$ cat config.mk
export PLATFORM = sky130hd
export DESIGN_NAME = mpei_spi_slave_flat
export DESIGN_NICKNAME = d
export VERILOG_FILES = /design/src/rtl/mpei_spi_pkg.sv /design/src/rtl/mpei_spi_slave_if.sv /design/src/rtl/mpei_sync2.sv /design/src/rtl/mpei_spi_slave.sv /design/src/flat_wrapper.sv
export SDC_FILE = /design/constraint.sdc
export NUM_CORES = 1
export LEC_CHECK = 0
export CAP_MARGIN = 15
export CORE_MARGIN = 2
export CORE_UTILIZATION = 50
export CTS_BUF_LIST = sky130_fd_sc_hd__clkbuf_4
export CTS_CLUSTER_DIAMETER = 100
export DETAILED_ROUTE_END_ITERATION = 6
export GPL_TIMING_DRIVEN = 0
export PLACE_DENSITY_LB_ADDON = 0.15
export SYNTH_ARGS = -nofsm -noshare
export SYNTH_HDL_FRONTEND = slang
export SYNTH_SLANG_ARGS = --single-unit
$ cat constraint.sdc
create_clock -name clk_i -period 2.2 [get_ports clk_i]
set_input_delay 0.33 -clock clk_i [delete_from_list [all_inputs] [get_ports clk_i]]
set_output_delay 0.33 -clock clk_i [all_outputs]
set_load 0.05 [all_outputs]
$ cat src/rtl/mpei_spi_pkg.sv
// Shared SPI definitions for the MPEI RV MCU SPI controller and SPI target.
package mpei_spi_pkg;

  // SCK idle level and sampling phase of a link.
  typedef struct packed {
    logic cpol;
    logic cpha;
  } spi_mode_t;

  localparam int unsigned SPI_DW_DEFAULT  = 8;
  localparam int unsigned SPI_SYNC_STAGES = 2;

endpackage : mpei_spi_pkg

$ cat src/rtl/mpei_spi_slave_if.sv
// SPI pins plus TX/RX valid-ready ports of the SPI target.
// slave modport: the target itself; master modport: the SPI master / register wrapper side.
interface mpei_spi_slave_if
  import mpei_spi_pkg::*;
#(
  parameter int unsigned DW = SPI_DW_DEFAULT
);

  logic          spi_sck_i;
  logic          spi_csn_i;
  logic          spi_mosi_i;
  logic          spi_miso_o;
  logic          spi_miso_oe_o;
  logic [DW-1:0] tx_data_i;
  logic          tx_valid_i;
  logic          tx_ready_o;
  logic [DW-1:0] rx_data_o;
  logic          rx_valid_o;
  logic          rx_ready_i;
  logic          sel_o;
  logic          tx_underrun_o;
  logic          rx_overrun_o;
  logic          abort_o;

  modport slave (
    input  spi_sck_i, spi_csn_i, spi_mosi_i, tx_data_i, tx_valid_i, rx_ready_i,
    output spi_miso_o, spi_miso_oe_o, tx_ready_o, rx_data_o, rx_valid_o,
           sel_o, tx_underrun_o, rx_overrun_o, abort_o
  );

  modport master (
    output spi_sck_i, spi_csn_i, spi_mosi_i, tx_data_i, tx_valid_i, rx_ready_i,
    input  spi_miso_o, spi_miso_oe_o, tx_ready_o, rx_data_o, rx_valid_o,
           sel_o, tx_underrun_o, rx_overrun_o, abort_o
  );

endinterface : mpei_spi_slave_if

$ cat src/rtl/mpei_sync2.sv
// Multi-flop synchroniser for one asynchronous input, with a configurable reset value.
module mpei_sync2
  import mpei_spi_pkg::*;
#(
  parameter bit RST_VAL = 1'b0
) (
  input  logic clk_i,
  input  logic rst_i,
  input  logic d,
  output logic q
);

  localparam int unsigned STAGES = SPI_SYNC_STAGES;

  logic [STAGES-1:0] ff_q;

  // Shift the asynchronous input through the synchroniser chain.
  always_ff @(posedge clk_i or posedge rst_i) begin
    if (rst_i) ff_q <= {STAGES{RST_VAL}};
    else       ff_q <= {ff_q[STAGES-2:0], d};
  end

  assign q = ff_q[STAGES-1];

endmodule : mpei_sync2

$ cat src/rtl/mpei_spi_slave.sv
// SPI target: oversamples SCK/CS_n/MOSI in the clk_i domain, deserialises frames
// into a valid/ready RX port and serialises words from a one-deep TX holding register.
// Build option: define MPEI_SPI_SLAVE_LSB_FIRST_EN to shift both directions LSB first.
module mpei_spi_slave
  import mpei_spi_pkg::*;
#(
  parameter int unsigned    DW    = SPI_DW_DEFAULT,
  parameter bit             CPOL  = 1'b0,
  parameter bit             CPHA  = 1'b0,
  parameter logic [DW-1:0]  DUMMY = '1
) (
  input logic             clk_i,
  input logic             rst_i,
  mpei_spi_slave_if.slave bus
);

  localparam int unsigned   CW   = $clog2(DW);
  localparam logic [CW-1:0] LAST = CW'(DW - 1);
  localparam spi_mode_t     MODE = '{cpol: CPOL, cpha: CPHA};

`ifdef MPEI_SPI_SLAVE_LSB_FIRST_EN
  localparam int unsigned OUT_BIT = 0;
`else
  localparam int unsigned OUT_BIT = DW - 1;
`endif

  typedef enum logic {ST_IDLE, ST_SEL} state_t;

  // Synchronised pins
  logic sck_s, csn_s, mosi_s;

  // Edge-detect stage, aligned so MOSI/CS_n match the SCK edge they accompany
  logic sck_prev_q, lead_q, trail_q, mosi_q, csn_q;

  // Core state
  state_t        state_q, state_d;
  logic [CW-1:0] bit_cnt_q, bit_cnt_d;
  logic [DW-1:0] rx_shift_q, rx_shift_d;
  logic [DW-1:0] tx_shift_q, tx_shift_d;
  logic [DW-1:0] tx_hold_q, tx_hold_d;
  logic          tx_ready_q, tx_ready_d;
  logic [DW-1:0] rx_data_q, rx_data_d;
  logic          rx_valid_q, rx_valid_d;
  logic          miso_q, miso_d;
  logic          oe_q, oe_d;
  logic          sel_q, sel_d;
  logic          underrun_q, underrun_d;
  logic          overrun_q, overrun_d;
  logic          abort_q, abort_d;

  logic          active, sample_ev, shift_ev, load_ev;
  logic [DW-1:0] rx_next, tx_shifted;

  mpei_sync2 #(.RST_VAL(CPOL)) u_sync_sck (
    .clk_i(clk_i), .rst_i(rst_i), .d(bus.spi_sck_i), .q(sck_s)
  );
  mpei_sync2 #(.RST_VAL(1'b1)) u_sync_csn (
    .clk_i(clk_i), .rst_i(rst_i), .d(bus.spi_csn_i), .q(csn_s)
  );
  mpei_sync2 #(.RST_VAL(1'b0)) u_sync_mosi (
    .clk_i(clk_i), .rst_i(rst_i), .d(bus.spi_mosi_i), .q(mosi_s)
  );

  // Classify SCK edges as leading/trailing and register the accompanying MOSI and CS_n.
  always_ff @(posedge clk_i or posedge rst_i) begin
    if (rst_i) begin
      sck_prev_q <= CPOL;
      lead_q     <= 1'b0;
      trail_q    <= 1'b0;
      mosi_q     <= 1'b0;
      csn_q      <= 1'b1;
    end else begin
      sck_prev_q <= sck_s;
      lead_q     <= (sck_s != sck_prev_q) && (sck_s != MODE.cpol);
      trail_q    <= (sck_s != sck_prev_q) && (sck_s == MODE.cpol);
      mosi_q     <= mosi_s;
      csn_q      <= csn_s;
    end
  end

  // Next-state logic: select tracking, TX load/shift, RX sample and handshakes.
  always_comb begin
    state_d    = state_q;
    bit_cnt_d  = bit_cnt_q;
    rx_shift_d = rx_shift_q;
    tx_shift_d = tx_shift_q;
    tx_hold_d  = tx_hold_q;
    tx_ready_d = tx_ready_q;
    rx_data_d  = rx_data_q;
    rx_valid_d = rx_valid_q;
    underrun_d = 1'b0;
    overrun_d  = 1'b0;
    abort_d    = 1'b0;
    load_ev    = 1'b0;

    active    = (state_q == ST_SEL) && !csn_q;
    sample_ev = active && (MODE.cpha ? trail_q : lead_q);
    shift_ev  = active && (MODE.cpha ? lead_q : trail_q);

`ifdef MPEI_SPI_SLAVE_LSB_FIRST_EN
    rx_next    = {mosi_q, rx_shift_q[DW-1:1]};
    tx_shifted = {1'b0, tx_shift_q[DW-1:1]};
`else
    rx_next    = {rx_shift_q[DW-2:0], mosi_q};
    tx_shifted = {tx_shift_q[DW-2:0], 1'b0};
`endif

    case (state_q)
      ST_IDLE: begin
        if (!csn_q) begin
          state_d = ST_SEL;
          load_ev = !MODE.cpha;
        end
      end
      ST_SEL: begin
        if (csn_q) begin
          state_d    = ST_IDLE;
          abort_d    = (bit_cnt_q != '0);
          bit_cnt_d  = '0;
          rx_shift_d = '0;
        end else if (shift_ev) begin
          // A shift edge at a word boundary starts the next word instead of shifting.
          if (bit_cnt_q == '0) load_ev = 1'b1;
          else                 tx_shift_d = tx_shifted;
        end
      end
      default: state_d = ST_IDLE;
    endcase

    if (load_ev) begin
      if (!tx_ready_q) begin
        tx_shift_d = tx_hold_q;
        tx_ready_d = 1'b1;
      end else begin
        tx_shift_d = DUMMY;
        underrun_d = 1'b1;
      end
    end

    if (bus.tx_valid_i && tx_ready_q) begin
      tx_hold_d  = bus.tx_data_i;
      tx_ready_d = 1'b0;
    end

    if (rx_valid_q && bus.rx_ready_i) rx_valid_d = 1'b0;

    if (sample_ev) begin
      rx_shift_d = rx_next;
      if (bit_cnt_q == LAST) begin
        bit_cnt_d = '0;
        if (rx_valid_q && !bus.rx_ready_i) begin
          overrun_d = 1'b1;
        end else begin
          rx_data_d  = rx_next;
          rx_valid_d = 1'b1;
        end
      end else begin
        bit_cnt_d = bit_cnt_q + CW'(1);
      end
    end

    oe_d   = (state_d == ST_SEL);
    sel_d  = oe_d;
    miso_d = oe_d ? tx_shift_d[OUT_BIT] : 1'b0;
  end

  // Core state register.
  always_ff @(posedge clk_i or posedge rst_i) begin
    if (rst_i) begin
      state_q    <= ST_IDLE;
      bit_cnt_q  <= '0;
      rx_shift_q <= '0;
      tx_shift_q <= '0;
      tx_hold_q  <= '0;
      tx_ready_q <= 1'b1;
      rx_data_q  <= '0;
      rx_valid_q <= 1'b0;
      miso_q     <= 1'b0;
      oe_q       <= 1'b0;
      sel_q      <= 1'b0;
      underrun_q <= 1'b0;
      overrun_q  <= 1'b0;
      abort_q    <= 1'b0;
    end else begin
      state_q    <= state_d;
      bit_cnt_q  <= bit_cnt_d;
      rx_shift_q <= rx_shift_d;
      tx_shift_q <= tx_shift_d;
      tx_hold_q  <= tx_hold_d;
      tx_ready_q <= tx_ready_d;
      rx_data_q  <= rx_data_d;
      rx_valid_q <= rx_valid_d;
      miso_q     <= miso_d;
      oe_q       <= oe_d;
      sel_q      <= sel_d;
      underrun_q <= underrun_d;
      overrun_q  <= overrun_d;
      abort_q    <= abort_d;
    end
  end

  assign bus.spi_miso_o    = miso_q;
  assign bus.spi_miso_oe_o = oe_q;
  assign bus.tx_ready_o    = tx_ready_q;
  assign bus.rx_data_o     = rx_data_q;
  assign bus.rx_valid_o    = rx_valid_q;
  assign bus.sel_o         = sel_q;
  assign bus.tx_underrun_o = underrun_q;
  assign bus.rx_overrun_o  = overrun_q;
  assign bus.abort_o       = abort_q;

endmodule : mpei_spi_slave

$ cat src/flat_wrapper.sv
// flat-port wrapper written by rule: the top's interface ports become plain ports
module mpei_spi_slave_flat import mpei_spi_pkg::*;
#(
  parameter int unsigned    DW    = SPI_DW_DEFAULT,
  parameter bit             CPOL  = 1'b0,
  parameter bit             CPHA  = 1'b0,
  parameter logic [DW-1:0]  DUMMY = '1
)
  (clk_i, rst_i, bus_spi_sck_i, bus_spi_csn_i, bus_spi_mosi_i, bus_tx_data_i, bus_tx_valid_i, bus_rx_ready_i, bus_spi_miso_o, bus_spi_miso_oe_o, bus_tx_ready_o, bus_rx_data_o, bus_rx_valid_o, bus_sel_o, bus_tx_underrun_o, bus_rx_overrun_o, bus_abort_o);
  mpei_spi_slave_if #(.DW(DW)) bus_i ();
  input logic clk_i;
  input logic rst_i;
  input wire logic [$bits(bus_i.spi_sck_i)-1:0] bus_spi_sck_i;
  input wire logic [$bits(bus_i.spi_csn_i)-1:0] bus_spi_csn_i;
  input wire logic [$bits(bus_i.spi_mosi_i)-1:0] bus_spi_mosi_i;
  input wire logic [$bits(bus_i.tx_data_i)-1:0] bus_tx_data_i;
  input wire logic [$bits(bus_i.tx_valid_i)-1:0] bus_tx_valid_i;
  input wire logic [$bits(bus_i.rx_ready_i)-1:0] bus_rx_ready_i;
  output wire logic [$bits(bus_i.spi_miso_o)-1:0] bus_spi_miso_o;
  output wire logic [$bits(bus_i.spi_miso_oe_o)-1:0] bus_spi_miso_oe_o;
  output wire logic [$bits(bus_i.tx_ready_o)-1:0] bus_tx_ready_o;
  output wire logic [$bits(bus_i.rx_data_o)-1:0] bus_rx_data_o;
  output wire logic [$bits(bus_i.rx_valid_o)-1:0] bus_rx_valid_o;
  output wire logic [$bits(bus_i.sel_o)-1:0] bus_sel_o;
  output wire logic [$bits(bus_i.tx_underrun_o)-1:0] bus_tx_underrun_o;
  output wire logic [$bits(bus_i.rx_overrun_o)-1:0] bus_rx_overrun_o;
  output wire logic [$bits(bus_i.abort_o)-1:0] bus_abort_o;
  assign bus_i.spi_sck_i = bus_spi_sck_i;
  assign bus_i.spi_csn_i = bus_spi_csn_i;
  assign bus_i.spi_mosi_i = bus_spi_mosi_i;
  assign bus_i.tx_data_i = bus_tx_data_i;
  assign bus_i.tx_valid_i = bus_tx_valid_i;
  assign bus_i.rx_ready_i = bus_rx_ready_i;
  assign bus_spi_miso_o = bus_i.spi_miso_o;
  assign bus_spi_miso_oe_o = bus_i.spi_miso_oe_o;
  assign bus_tx_ready_o = bus_i.tx_ready_o;
  assign bus_rx_data_o = bus_i.rx_data_o;
  assign bus_rx_valid_o = bus_i.rx_valid_o;
  assign bus_sel_o = bus_i.sel_o;
  assign bus_tx_underrun_o = bus_i.tx_underrun_o;
  assign bus_rx_overrun_o = bus_i.rx_overrun_o;
  assign bus_abort_o = bus_i.abort_o;
  mpei_spi_slave #(.DW(DW), .CPOL(CPOL), .CPHA(CPHA), .DUMMY(DUMMY)) u_core (.clk_i(clk_i), .rst_i(rst_i), .bus(bus_i));
endmodule
==> run metrics, run 1 <==
VDD IR max ~0.00047 V; data arrival time of the worst path between 1.5 and 2 ns; Max Root-Sink Buffers 2; CTS tree built; H-tree depth 2; status finished, final reports clean; wire per inst 14.4 um; CP Depth 2; Total GRT Usage 0.173; # Max-Cap Violations 0; first-pass GRT wire length 5.88 mm; global placement routability congestion about 0.72; FFs w/ async S/R, synth 1.00; #FFs+latches synth 52; Cells after Synth 150; area of the multi-input gates approximately 660 um^2; DR vias 1322; Worst slew margin 0.623; crit path max fanout 6; I/O Buffers 30; via-per-instance ratio around 5.5; Pleak roughly 1.1 nW; DIE HEIGHT approximately 68 um; Worst EP required 1.87 ns; post-DP HPWL 2.53 mm; Setup crit end kind primary output; fin area ~2500 um^2; vias in the first global route between 1000 and 1500; share of cells above drive strength 1 0.196; GRT overflow 0; row cnt 23; clk sinks 52; worst-path cell chain buf_4 > clkdlybuf4s50_1; Final nets about 200; Die X just under 70 um; Worst-Skew Late Latency between 0.3 and 0.4 ns; Cell Area, Placed 2420 um^2; worst slack at placement ~0.52 ns; setup violators final 0; synthesized area a little over 2000 um^2; FF-to-FF path depth 5; DRT antenna net count 0; Fin. Hold Viols 0; Netlist cell types 28; register area share after synthesis 0.642; # DRC 0; hold buffers post-CTS 0; Area contributors post-synth dfrtp_1 59%, mux2_4 5.9%, dfstp_2 5.2%, mux2_2 4.4%, a22o_1 4.3%; root buf cell clkbuf_4; Max stage delay cell, worst path clkdlybuf4s50_1; Final period util 0.938; Synth Net Count 168; core area ~4000 um^2; initial antenna violation count 0; Max Clk Rate between 400 and 500 MHz; Worst setup SP type flop; Post-Route WL ~3.4 mm; Main synth FF type dfrtp_1; number of flops mapped to enable cells by yosys 0; Buf/Inv on CP 2; largest area contributor in the netlist dfrtp_1; worst min path class input port to asynchronous set/reset pin; Diodes inserted 0; CP max stage delay 0.78 ns; DIE AREA around 4600 um^2; initial core utilization 0.512; commonest non-fill, non-tap cells in the layout 48 x dfrtp_1, 30 x clkdlybuf4s50_1, 10 x a22o_1; Area growth syn-to-layout 21.3%; commonest non-fill, non-tap cell in the layout dfrtp_1; cell family with most CP delay buffers and inverters; min cycle time layout just over 2 ns; Synth warnings 0; storage element area about 1300 um^2; Fillers around 320; cts bufs inserted 5; setup ws final approximately 0.14 ns; post-CTS sizing 0; io pins 31; Clock transition at path regs 0.15 ns; Max Slew Vio Count 0; Worst Skew approximately 0.019 ns; Worst-Margin Slew roughly 0.56 ns; RSZ-0062 raised after global routing false; Worst Path Class, Setup flop to primary output; Pre-Repair DR Iteration Count 4; PD cells 745 nW/um^2; largest net degree at the start of global routing 35; Syn Area/Cell ~14 um^2; share of the synthesized area in the top cell type 0.590; setup repair bufs after CTS 0; initial DRC count between 80 and 90
-- worst reg2reg max path, cell delays in order, from the launching register on --
cell and delay, ns:
dfrtp_1 0.44, inv_1 0.07, ha_1 0.19, nor4bb_1 0.54, o22ai_1 0.24, a31oi_1 0.20
-- per-layer routing --
| layer | vias up | global-route usage | routed length, um |
|---|---|---|---|
| met5 | - | 0 | 0 |
| li1 | 624 | - | - |
| met4 | 0 | 0.0625 | 44 |
| met2 | 34 | 0.266 | 1680 |
| met1 | 659 | 0.241 | 1560 |
| met3 | 5 | 0.0383 | 154 |
-- layout make-up --
type	instances	share of cell area
flip-flops and latches	52	0.529
multi-input cells	85	0.269
repair buffers	31	0.130
well taps	50	0.0253
plain buffers	8	0.0188
clock buffers	5	0.0152
inverters	5	0.00760
clock inverters	3	0.00558
-- cells in the mapped netlist (5+ instances only) --
library cell	count
a31oi_1	7
o22ai_1	8
a21oi_1	6
dfrtp_1	48
nand4_1	7
mux2_2	8
a22o_1	10
inv_1	5
nor2_1	5
mux2_4	8
-- metrics by stage --
step                      total power (W)  hold WS (ns)  std cells  TNS, ns   util
after global routing              0.00195         0.275        239        0  0.622
after floorplan                   0.00135         0.331        150        0      -
after CTS                         0.00186         0.263        239        0  0.622
after global placement            0.00144         0.334        230    -9.71  0.604
final                             0.00184         0.259        239        0  0.622
after detailed placement          0.00147         0.340        231        0  0.609
-- cells by family (layout without fill, tap and decap cells) --
family          count (synthesis)  count (layout)  synth area share
buf+inv                        13              52            0.0320
mux                            16              16             0.103
simple gates                   29              29            0.0824
flops                          52              52             0.642
compound gates                 37              37             0.122
fa+ha+maj                       3               3            0.0185
-- sequential cells by signal, indices dropped and copies added, names as in the netlist --
register and cells:
u_core.bus.rx_data_o 8, u_core.tx_hold_q 8, u_core.tx_shift_q 8, u_core.rx_shift_q 7, u_core.bit_cnt_q 3, u_core.u_sync_csn.ff_q 2, u_core.u_sync_mosi.ff_q 2, u_core.u_sync_sck.ff_q 2
u_core.bus.abort_o 1, u_core.bus.rx_overrun_o 1, u_core.bus.rx_valid_o 1, u_core.bus.spi_miso_o 1, u_core.bus.tx_ready_o 1, u_core.bus.tx_underrun_o 1, u_core.csn_q 1, u_core.lead_q 1
u_core.mosi_q 1, u_core.sck_prev_q 1, u_core.state_q 1, u_core.trail_q 1
-- power breakdown --
group | internal, W | switching, W
registers | 0.00107 | 0.0000694
clock network | 0.000118 | 0.000269
logic | 0.000146 | 0.000164
total | 0.00134 | 0.000503
-- final timing paths --
path,startpoint,to,slack [ns]
max,u_core.state_q$_DFF_PP0_,bus_spi_miso_oe_o,0.14
min,rst_i,u_core.rx_shift_q[2]$_DFFE_PP0P_,0.26
max reg2reg,u_core.bit_cnt_q[0]$_DFFE_PP0P_,u_core.bus.spi_miso_o$_DFF_PP0_,0.45
min reg2reg,u_core.u_sync_csn.ff_q[0]$_DFF_PP1_,u_core.u_sync_csn.ff_q[1]$_DFF_PP1_,0.36
max in group asynchronous,rst_i,u_core.csn_q$_DFF_PP1_,1.36
min in group clk_i,u_core.u_sync_csn.ff_q[0]$_DFF_PP1_,u_core.u_sync_csn.ff_q[1]$_DFF_PP1_,0.36
Power figures use the tool's default switching activity.
==> run 2, diff against run 1 <==
Settings changed: SLEW_MARGIN from default to 20.
==> results of run 2 <==
The final DEF is identical to that of run 1; final timing and power are the same.
==> run 3, diff against run 2 <==
Settings changed: CORE_UTILIZATION 50 to 56, CTS_CLUSTER_DIAMETER 100 to 40, SKIP_LAST_GASP from default to 1.
==> run 3 against run 2 <==
Net effect: sequential share of layout area unchanged; clock-buffer cell count increased by 2; worst hold slack improved by 0.0038 ns; cell count decreased by 1.7%; utilization increased by 10 points; largest power group unchanged; clock power increased by 9.3%; setup slack got worse by 0.0096 ns.
==> run metrics, run 3 (synthesis gave the netlist of run 1 again) <==
initial antenna violation count 0 (unchanged); VDD IR max 0.000578 V (+24%); Die X 64.3 um (-5.2%); DIE HEIGHT 64.3 um (-5.2%); CTS tree built; reg-to-reg slack, setup 0.58 ns (+0.13 ns); core area 3420 um^2 (-14%); commonest non-fill, non-tap cells in the layout 48 x dfrtp_1, 30 x clkdlybuf4s50_1, 10 x a22o_1; initial core utilization 0.596 (+0.0833); Max Slew Vio Count 0 (unchanged); Max Root-Sink Buffers 2 (unchanged); hold buffers post-CTS 0 (unchanged); CP max stage delay 0.78 ns (about the same); Worst-Skew Late Latency 0.36 ns (about the same); cts bufs inserted 5 (unchanged); Diodes inserted 0 (unchanged); TNS Setup 0 ns (unchanged); Pleak 1.10 nW (+0.13%); DR vias 1329 (+0.53%); I/O Buffers 30 (unchanged); post-CTS sizing 0 (unchanged); share of cells above drive strength 1 0.196 (unchanged); Worst slew margin 0.661 (+0.0381); status finished, final reports clean; clk sinks 52 (unchanged); # DRC 0 (unchanged); power after layout 0.00188 W (+2.2%); Total GRT Usage 0.206 (+0.0332); DIE AREA 4130 um^2 (-10%); initial DRC count 107 (+29%); Worst-Margin Slew 0.506 ns (-0.0512 ns); PD cells 761 nW/um^2 (+2.2%); # placed instances 227 (-1.7%); via-per-instance ratio 5.66 (+2.2%); worst-path cell chain buf_4 > clkdlybuf4s50_1; root buf cell clkbuf_4; Worst Skew 0.0135 ns (-0.00565 ns); FF-to-FF path depth 5 (unchanged); row cnt 21 (-8.7%); # Max-Cap Violations 0 (unchanged); commonest non-fill, non-tap cell in the layout dfrtp_1; first-pass GRT wire length 6.30 mm (+7.2%); worst min path class input port to asynchronous set/reset pin; post-DP HPWL 2.61 mm (+3.2%); Setup crit end kind primary output; wire per inst 15.6 um (+8.2%); setup repair bufs after CTS 0 (unchanged); data arrival time of the worst path 1.74 ns (about the same); Max Clk Rate 482 MHz (-0.46%); Fin. Hold Viols 0 (unchanged); global placement routability congestion 0.736 (+2.3%); Worst setup SP type flop; io pins 31 (unchanged); largest net degree at the start of global routing 35 (unchanged); R2R Path Start u_core.bit_cnt_q[0]$_DFFE_PP0P_; Post-Route WL 3.66 mm (+6.3%); Final period util 0.943 (+0.00435); FF-to-FF End u_core.bus.rx_data_o[0]$_DFFE_PP0P_; Area growth syn-to-layout 21.3% (unchanged); DRT antenna net count 0 (unchanged); vias in the first global route 1323 (+6.4%); min cycle time layout 2.07 ns (+0.00958 ns); GRT overflow 0 (unchanged); RSZ-0062 raised after global routing false; Max stage delay cell, worst path clkdlybuf4s50_1; Final nets 206 (unchanged); Worst EP required 1.87 ns (about the same); Worst Path Class, Setup flop to primary output; H-tree depth 2 (unchanged); Fillers 237 (-27%); crit path max fanout 6 (unchanged); Clock transition at path regs 0.14 ns (about the same); setup violators final 0 (unchanged); Pre-Repair DR Iteration Count 4 (unchanged); final cell count without fillers 235 (-1.7%)
[run 3: changes by cell type in the layout (fill, tap and decap cells not counted)]
cell,previous run,this run
clkinv_2,2,0
clkbuf_4,5,7
[run 3: area by class of cell]
cell class,instances,area [um^2],share of cell area
Clock buffer,7,52.6,0.0213
Clock inverter,1,3.75,0.00152
Multi-Input combinational cell,85,663,0.269
Buffer,8,46.3,0.0188
Timing Repair Buffer,31,320,0.130
Sequential cell,52,1310,0.529
Tap cell,46,57.6,0.0233
Inverter,5,18.8,0.00760
[run 3: report_power, final]
part | internal [W] | total [W] | switching (W)
clock network | 0.000148 | 0.000423 | 0.000275
registers | 0.00107 | 0.00114 | 0.0000698
logic | 0.000146 | 0.000314 | 0.000168
total | 0.00137 | 0.00188 | 0.000512
[run 3: critical path: cells and delay by family (launching register included)]
kind	cells	cell delay [ns]
flip-flops	1	0.46
buffers and inverters	2	0.92
[run 3: worst max path at each step]
stage                        startpoint                                  end  slack [ns]  cells past startpoint
6_report       u_core.state_q$_DFF_PP0_                    bus_spi_miso_oe_o        0.13                      2
5_1_grt        u_core.state_q$_DFF_PP0_                    bus_spi_miso_oe_o        0.03                      2
4_1_cts        u_core.state_q$_DFF_PP0_                    bus_spi_miso_oe_o        0.11                      2
3_5_place_dp             bus_rx_ready_i  u_core.bus.rx_data_o[0]$_DFFE_PP0P_        0.51                      5
3_3_place_gp                      rst_i     u_core.tx_shift_q[4]$_DFFE_PP0P_       -0.19                      2
2_1_floorplan  u_core.state_q$_DFF_PP0_  u_core.bus.rx_data_o[0]$_DFFE_PP0P_        0.54                      4
[run 3: layer usage]
metal | wire [um] | track usage | share of wire | vias up
met5 | 0 | 0 | 0 | -
met4 | 48 | 0.0904 | 0.013 | 0
met3 | 167 | 0.0581 | 0.046 | 6
met2 | 1790 | 0.326 | 0.49 | 41
met1 | 1650 | 0.267 | 0.45 | 661
li1 | - | - | - | 621
[run 3: metrics by stage]
step	setup WS [ns]	utilization	hold WS, ns	instance area (um^2)
4_1_cts	0.111	0.723	0.257	2470
6_report	0.127	0.723	0.262	2470
3_5_place_dp	0.507	0.706	0.338	2410
3_3_place_gp	-0.190	0.700	0.334	2390
2_1_floorplan	0.539	-	0.331	2030
5_1_grt	0.0313	0.723	0.260	2470
